--- config.mk ---
export PLATFORM = sky130hd
export DESIGN_NAME = grad_xy_unpack_rx_flat
export DESIGN_NICKNAME = d
export VERILOG_FILES = /design/src/rtl/grad_xy_unpack_rx_pkg.sv /design/src/rtl/grad_xy_unpack_rx_if.sv /design/src/rtl/grad_xy_unpack_rx_fifo.sv /design/src/rtl/grad_xy_unpack_rx.sv /design/src/flat_wrapper.sv
export SDC_FILE = /design/constraint.sdc
export NUM_CORES = 1
export LEC_CHECK = 0
export BUFFER_PORTS_ARGS = -buffer_cell sky130_fd_sc_hd__buf_2
export CAP_MARGIN = 0
export CORE_MARGIN = 5
export CORE_UTILIZATION = 25
export DETAILED_ROUTE_END_ITERATION = 8
export SYNTH_ARGS = -nofsm -noshare
export SYNTH_HDL_FRONTEND = slang
export SYNTH_SLANG_ARGS = --single-unit
--- constraint.sdc ---
create_clock -name aclk -period 5.5 [get_ports aclk]
set_clock_uncertainty 0.05 [all_clocks]
set_input_delay 0.275 -clock aclk [delete_from_list [all_inputs] [get_ports aclk]]
set_output_delay 0.275 -clock aclk [all_outputs]
set_load 0.005 [all_outputs]
--- src/rtl/grad_xy_unpack_rx_pkg.sv ---
// Shared LII definitions for the gradient unpack receiver: field layout of a
// packed {gradient_x, gradient_y} beat and the buffered FIFO entry.
package grad_xy_unpack_rx_pkg;

   localparam int LII_PW   = 64;
   localparam int LII_ID_W = 8;

   // Field order matches the packer: x in the upper half, y in the lower half.
   localparam int GX_MSB = 63;
   localparam int GX_LSB = 32;
   localparam int GY_MSB = 31;
   localparam int GY_LSB = 0;

   typedef struct packed {
      logic [LII_PW-1:0]   data;
      logic [LII_ID_W-1:0] src;
   } lii_entry_t;

   localparam int ENTRY_W = $bits(lii_entry_t);

endpackage

--- src/rtl/grad_xy_unpack_rx_if.sv ---
// Bus bundles for the unpack receiver: the LII input channel and one
// AXI-Stream lane towards the kernel.
interface grad_xy_unpack_rx_lii_if
   import grad_xy_unpack_rx_pkg::*;
#(
   parameter int PW  = LII_PW,
   parameter int IDW = LII_ID_W
);
   logic [PW-1:0]  tdata;
   logic           tvalid;
   logic           tready;
   logic [IDW-1:0] src;
   logic [IDW-1:0] dst;

   modport master (output tdata, tvalid, src, dst, input tready);
   modport slave  (input tdata, tvalid, src, dst, output tready);
endinterface

interface grad_xy_unpack_rx_axis_if #(
   parameter int W = 32
);
   logic [W-1:0] tdata;
   logic         tvalid;
   logic         tready;

   modport master (output tdata, tvalid, input tready);
   modport slave  (input tdata, tvalid, output tready);
endinterface

--- src/rtl/grad_xy_unpack_rx_fifo.sv ---
// Small synchronous FIFO holding packed beats; the head entry is read straight
// from the storage registers, so a pushed entry is visible the cycle after.
module lii_sync_fifo
   import grad_xy_unpack_rx_pkg::*;
#(
   parameter int DEPTH = 2,
   parameter int W     = ENTRY_W
) (
   input  logic         clk_i,
   input  logic         rst_i,
   input  logic         push_i,
   input  logic         pop_i,
   input  logic [W-1:0] wdata_i,
   output logic [W-1:0] rdata_o,
   output logic         full_o,
   output logic         empty_o
);
   localparam int PTR_W = (DEPTH > 1) ? $clog2(DEPTH) : 1;
   localparam int CNT_W = $clog2(DEPTH + 1);

   logic [W-1:0]     mem_q [DEPTH];
   logic [PTR_W-1:0] wr_ptr_q, wr_ptr_d;
   logic [PTR_W-1:0] rd_ptr_q, rd_ptr_d;
   logic [CNT_W-1:0] count_q, count_d;
   logic             push_ok, pop_ok;

   assign full_o  = (count_q == CNT_W'(DEPTH));
   assign empty_o = (count_q == '0);
   assign push_ok = push_i & ~full_o;
   assign pop_ok  = pop_i & ~empty_o;

   always_comb begin
      wr_ptr_d = wr_ptr_q;
      rd_ptr_d = rd_ptr_q;
      count_d  = count_q;
      if (push_ok) wr_ptr_d = wr_ptr_q + PTR_W'(1);
      if (pop_ok)  rd_ptr_d = rd_ptr_q + PTR_W'(1);
      case ({push_ok, pop_ok})
         2'b10:   count_d = count_q + CNT_W'(1);
         2'b01:   count_d = count_q - CNT_W'(1);
         default: count_d = count_q;
      endcase
   end

   always_ff @(posedge clk_i or posedge rst_i) begin
      if (rst_i) begin
         wr_ptr_q <= '0;
         rd_ptr_q <= '0;
         count_q  <= '0;
      end else begin
         wr_ptr_q <= wr_ptr_d;
         rd_ptr_q <= rd_ptr_d;
         count_q  <= count_d;
      end
   end

   // Storage carries no reset; the empty mask below hides stale contents.
   always_ff @(posedge clk_i) begin
      if (push_ok) mem_q[wr_ptr_q] <= wdata_i;
   end

   assign rdata_o = empty_o ? '0 : mem_q[rd_ptr_q];

endmodule

--- src/rtl/grad_xy_unpack_rx.sv ---
// Gradient unpack receiver: filters LII beats by destination, buffers them and
// splits each beat into independently consumed x/y AXI-Stream lanes.
module grad_xy_unpack_rx
   import grad_xy_unpack_rx_pkg::*;
#(
   parameter int         PW      = LII_PW,
   parameter int         LW      = 32,
   parameter int         DEPTH   = 2,
   parameter logic [7:0] NODE_ID = 8'h00,
   parameter int         CW      = 16
) (
   input  logic                      aclk,
   input  logic                      arst,
   grad_xy_unpack_rx_lii_if.slave    lii_in_p0,
   grad_xy_unpack_rx_axis_if.master  gradient_x_stream,
   grad_xy_unpack_rx_axis_if.master  gradient_y_stream,
   output logic [LII_ID_W-1:0]       head_src,
   output logic [CW-1:0]             drop_cnt,
   output logic                      ce
);

   function automatic logic [CW-1:0] sat_inc(input logic [CW-1:0] v);
      return (&v) ? v : v + CW'(1);
   endfunction

   logic [PW-1:0]      beat;
   lii_entry_t         wr_entry, head;
   logic [ENTRY_W-1:0] head_bits;
   logic               full, empty;
   logic               in_fire, accept, drop;
   logic               x_vld, y_vld, x_fire, y_fire, pop;
   logic               x_done_q, x_done_d, y_done_q, y_done_d;
   logic [CW-1:0]      drop_cnt_q, drop_cnt_d;
   logic [LW-1:0]      x_data, y_data;

   // Ready comes from registered occupancy only, never from the lane readys.
   assign lii_in_p0.tready = ~full & ~arst;

   assign beat    = lii_in_p0.tdata;
   assign in_fire = lii_in_p0.tvalid & lii_in_p0.tready;
   assign accept  = in_fire & (lii_in_p0.dst == NODE_ID);
   assign drop    = in_fire & (lii_in_p0.dst != NODE_ID);

   always_comb begin
      wr_entry      = '0;
      wr_entry.data = beat;
      wr_entry.src  = lii_in_p0.src;
   end

   lii_sync_fifo #(
      .DEPTH (DEPTH),
      .W     (ENTRY_W)
   ) u_fifo (
      .clk_i   (aclk),
      .rst_i   (arst),
      .push_i  (accept),
      .pop_i   (pop),
      .wdata_i (wr_entry),
      .rdata_o (head_bits),
      .full_o  (full),
      .empty_o (empty)
   );

   assign head   = lii_entry_t'(head_bits);
   assign x_data = head.data[GX_MSB:GX_LSB];
   assign y_data = head.data[GY_MSB:GY_LSB];

   assign x_vld  = ~empty & ~x_done_q;
   assign y_vld  = ~empty & ~y_done_q;
   assign x_fire = x_vld & gradient_x_stream.tready;
   assign y_fire = y_vld & gradient_y_stream.tready;

   // A beat retires only once both halves have been taken, in any order.
   assign pop = ~empty & (x_done_q | x_fire) & (y_done_q | y_fire);

   always_comb begin
      x_done_d   = x_done_q | x_fire;
      y_done_d   = y_done_q | y_fire;
      drop_cnt_d = drop_cnt_q;
      if (pop) begin
         x_done_d = 1'b0;
         y_done_d = 1'b0;
      end
      if (drop) drop_cnt_d = sat_inc(drop_cnt_q);
   end

   always_ff @(posedge aclk or posedge arst) begin
      if (arst) begin
         x_done_q   <= 1'b0;
         y_done_q   <= 1'b0;
         drop_cnt_q <= '0;
      end else begin
         x_done_q   <= x_done_d;
         y_done_q   <= y_done_d;
         drop_cnt_q <= drop_cnt_d;
      end
   end

   assign gradient_x_stream.tvalid = x_vld;
   assign gradient_y_stream.tvalid = y_vld;
   assign gradient_x_stream.tdata  = x_data;
   assign gradient_y_stream.tdata  = y_data;
   assign head_src                 = head.src;
   assign drop_cnt                 = drop_cnt_q;

   assign ce = ~empty & (gradient_x_stream.tready | x_done_q)
                      & (gradient_y_stream.tready | y_done_q);

endmodule

--- src/flat_wrapper.sv ---
// flat-port wrapper written by rule: the top's interface ports become plain ports
module grad_xy_unpack_rx_flat import grad_xy_unpack_rx_pkg::*;
#(
   parameter int         PW      = LII_PW,
   parameter int         LW      = 32,
   parameter int         DEPTH   = 2,
   parameter logic [7:0] NODE_ID = 8'h00,
   parameter int         CW      = 16
)
  (aclk, arst, head_src, drop_cnt, ce, lii_in_p0_tdata, lii_in_p0_tvalid, lii_in_p0_src, lii_in_p0_dst, lii_in_p0_tready, gradient_x_stream_tdata, gradient_x_stream_tvalid, gradient_x_stream_tready, gradient_y_stream_tdata, gradient_y_stream_tvalid, gradient_y_stream_tready);
  grad_xy_unpack_rx_lii_if #(.PW(PW)) lii_in_p0_i ();
  grad_xy_unpack_rx_axis_if gradient_x_stream_i ();
  grad_xy_unpack_rx_axis_if gradient_y_stream_i ();
  input  logic aclk;
  input  logic arst;
  output logic [LII_ID_W-1:0] head_src;
  output logic [CW-1:0] drop_cnt;
  output logic ce;
  input wire logic [$bits(lii_in_p0_i.tdata)-1:0] lii_in_p0_tdata;
  input wire logic [$bits(lii_in_p0_i.tvalid)-1:0] lii_in_p0_tvalid;
  input wire logic [$bits(lii_in_p0_i.src)-1:0] lii_in_p0_src;
  input wire logic [$bits(lii_in_p0_i.dst)-1:0] lii_in_p0_dst;
  output wire logic [$bits(lii_in_p0_i.tready)-1:0] lii_in_p0_tready;
  output wire logic [$bits(gradient_x_stream_i.tdata)-1:0] gradient_x_stream_tdata;
  output wire logic [$bits(gradient_x_stream_i.tvalid)-1:0] gradient_x_stream_tvalid;
  input wire logic [$bits(gradient_x_stream_i.tready)-1:0] gradient_x_stream_tready;
  output wire logic [$bits(gradient_y_stream_i.tdata)-1:0] gradient_y_stream_tdata;
  output wire logic [$bits(gradient_y_stream_i.tvalid)-1:0] gradient_y_stream_tvalid;
  input wire logic [$bits(gradient_y_stream_i.tready)-1:0] gradient_y_stream_tready;
  assign lii_in_p0_i.tdata = lii_in_p0_tdata;
  assign lii_in_p0_i.tvalid = lii_in_p0_tvalid;
  assign lii_in_p0_i.src = lii_in_p0_src;
  assign lii_in_p0_i.dst = lii_in_p0_dst;
  assign lii_in_p0_tready = lii_in_p0_i.tready;
  assign gradient_x_stream_tdata = gradient_x_stream_i.tdata;
  assign gradient_x_stream_tvalid = gradient_x_stream_i.tvalid;
  assign gradient_x_stream_i.tready = gradient_x_stream_tready;
  assign gradient_y_stream_tdata = gradient_y_stream_i.tdata;
  assign gradient_y_stream_tvalid = gradient_y_stream_i.tvalid;
  assign gradient_y_stream_i.tready = gradient_y_stream_tready;
  grad_xy_unpack_rx #(.PW(PW), .LW(LW), .DEPTH(DEPTH), .NODE_ID(NODE_ID), .CW(CW)) u_core (.aclk(aclk), .arst(arst), .lii_in_p0(lii_in_p0_i), .gradient_x_stream(gradient_x_stream_i), .gradient_y_stream(gradient_y_stream_i), .head_src(head_src), .drop_cnt(drop_cnt), .ce(ce));
endmodule
==> results.toml <==
[cells_and_area]
fillerInstances = 2484
finalNonFillerCells = 1012
area_growth_pct = 39.0
final_area_mm2 = 0.00900
layout.nets = 750
final_layout_size_suffix_gt1_frac = 0.325

[critical_path]
path_max_fanout = 45
rr_startpoint = "u_core.u_fifo.count_q[1]$_DFFE_PP0P_"
crit_type = "flip-flop to output pin"
rr_worst_depth = 5
rrSetupSlack_ns = 3.02
crit_arrival_ns = 2.49
crit_path_end_kind = "output pin"
start_kind = "flip-flop"
reg2reg_to = "u_core.u_fifo.mem_q[0][45]$_DFFE_PP_"
required_ns = 5.18

[timing]
rsz0062_at_grt = "false"
drv_slew = 0
fmax_mhz = 355
relSlewSlack = 0.295
period_needed_ns = 2.82
hold_viol = 0
finalSetupViolCount = 0
worst_slew_pin_slew_ns = 1.06
fin_ws_ns = 2.68
setup_tns_ns = 0
min_period_over_period = 0.513

[yosys]
avgSynthCellArea_um2 = 15.8
post_synth_num_cell_types = 29
synth_warnings = 0
synth_fp_nets = 497
ys_ff_latch = 166
seq_area_frac_synth = 0.753
async_flop_share = 0.133
synth_edf_count = 144
synthTopCellsByCount = "edfxtp_1 (144), nor2_1 (86), mux2i_1 (72)"
yosys-top-cells-area = "edfxtp_1 (67%), mux2i_1 (11%), dfrtp_1 (8.5%)"
syn_inst = 410
syn_area_mm2 = 0.00648
synthFlopType = "edfxtp_1"
synth_top_area_frac = 0.668
yosys.area.top_type = "edfxtp_1"
yosysMostFrequentCell = "edfxtp_1"

[grt]
grt_max_degree = 73
grt_use_met3 = 0.0298
grt.total_usage = 0.103
overflow = 0
grt-busiest-layer = "met2"
grt_use_met1 = 0.123
use_met2 = 0.176
antenna_found_initial = 2
grt_pass1_wl_um = 22900
grt_pass1_vias = 4299

[pwr]
p_sw_mw = 1.12
power_frac_clock = 0.298
peakVddDrop_mv = 0.173
leakagePower_nw = 3.64
power_density_mw_per_mm2 = 399
seqPwrFrac = 0.421
internal_power_mw = 2.48
swShare = 0.311
p_comb_frac = 0.280

[placement]
place_worst_setup_slack_ns = 2.27
hpwlAfterDp_um = 9560
placed_cells_incl_taps = 907
placed_cell_area_mm2 = 0.00775
gp_congestion = 0.742
port_buffers = 176

[clocking]
numClockSinks = 166
clock_latency_ns = 0.42
path_clk_slew_ns = 0.07
cts_root_buf = "clkbuf_16"
cts_buffer_depth = 2
numCtsBuffers = 17
cts.htree.levels = 4
cts_tree = "yes"

[route]
initialDrtViolationCount = 220
ant_nets = 0
routedWlPerCell_um = 14.8
viasPerCell = 4.10
routed_wl_um = 15000
dr.pass1.iters = 6
drc = 0
routed-via-count = 4147

[floorplan]
die_area_mm2 = 0.0292
die-width_um = 171
core_mm2 = 0.0258
fp.dieH_um = 171
core.rowCount = 59
initial_utilization = 0.251
ioPinCount = 177

[job]
max-cap-violations = 0

[outcome]
status = "complete, no violations"

[hold_path]
min_path_type = "input port to asynchronous set/reset pin"
-- registers in the layout (all words and copies together), names as in the netlist --
register	cells
u_core.drop_cnt	16
u_core.u_fifo.count_q	2
u_core.u_fifo.mem_q	144
u_core.u_fifo.rd_ptr_q	1
u_core.u_fifo.wr_ptr_q	1
u_core.x_done_q	1
u_core.y_done_q	1
-- worst max-delay path, stage by stage (launching register included) --
cell	delay, ns
dfrtp_4	0.76
buf_4	0.75
mux2i_1	0.35
nor2_1	0.07
buf_2	0.15
-- cells by family after synthesis --
kind of cell	share of synthesized area
mux	0.115
buf+inv	0.0158
compound gates	0.00638
fa+ha+maj	0.00386
simple gates	0.0808
xor+xnor	0.0257
flops	0.753
-- worst max-delay path by stage --
stage | from | to | slack [ns] | cells past startpoint
final | u_core.u_fifo.rd_ptr_q$_DFFE_PP0P_ | gradient_y_stream_tdata[8] | 2.68 | 4
after detailed placement | arst | u_core.u_fifo.mem_q[0][50]$_DFFE_PP_ | 2.27 | 6
after CTS | u_core.u_fifo.rd_ptr_q$_DFFE_PP0P_ | gradient_y_stream_tdata[8] | 2.58 | 4
after global routing | u_core.u_fifo.rd_ptr_q$_DFFE_PP0P_ | gradient_y_stream_tdata[12] | 2.46 | 4
after floorplan | arst | u_core.u_fifo.mem_q[0][0]$_DFFE_PP_ | 0.48 | 5
after global placement | arst | u_core.u_fifo.mem_q[1][50]$_DFFE_PP_ | 2.30 | 6
-- power groups by stage --
stage	clock, mW	sequential (mW)	combinational (mW)
2_1_floorplan	0	1.47	0.614
3_3_place_gp	0	1.55	0.986
3_5_place_dp	0	1.55	0.993
4_1_cts	1.12	1.52	1.04
5_1_grt	1.16	1.53	1.13
6_report	1.07	1.52	1.01
-- per-layer routing --
layer	share of wire	wire, um
met4	0.016	241
met5	0.00047	7
met3	0.056	841
met1	0.42	6330
met2	0.50	7540
-- cell usage in the layout (no fill, tap or decap), types with 2 or more instances in the layout --
cell,count
clkinv_2,3
nor2_4,3
nand2_1,7
xor2_1,4
dfrtp_1,21
nand4_1,8
mux2i_1,72
clkinv_4,4
nor2_1,83
edfxtp_1,144
xnor2_1,15
ha_1,2
nor4_1,4
buf_2,176
a21oi_1,2
dlygate4sd3_1,72
clkinvlp_4,3
mux2_2,2
clkbuf_16,17
o21a_1,2
and4_1,2
inv_6,3
nand3_1,7
buf_4,4
inv_1,4
-- cell type report --
cell class	count	area, um^2	share of cell area
multi-input cells	221	1520	0.169
clock inverters	14	103	0.0114
flip-flops and latches	166	4880	0.542
diodes	1	2.50	0.000278
clock buffers	18	429	0.0477
well taps	335	419	0.0466
repair buffers	252	1630	0.181
inverters	5	18.8	0.00208
-- timing repair --
action                     in CTS  in global routing
setup endpoints to repair       0                  0
hold buffers                   72                  0
buffers inserted                0                  0
hold endpoints to repair      144                  0
gates resized for setup         0                  0
-- through the flow --
| step | power, mW | hold slack (ns) | utilization |
|---|---|---|---|
| finish | 3.60 | 0.00280 | 0.349 |
| CTS | 3.67 | 0.0219 | 0.349 |
| global placement | 2.53 | 0.414 | 0.301 |
| global route | 3.82 | 0.0529 | 0.349 |
| detailed placement | 2.54 | 0.416 | 0.301 |
| floorplan | 2.09 | 0.223 | - |
Power figures use the tool's default switching activity.
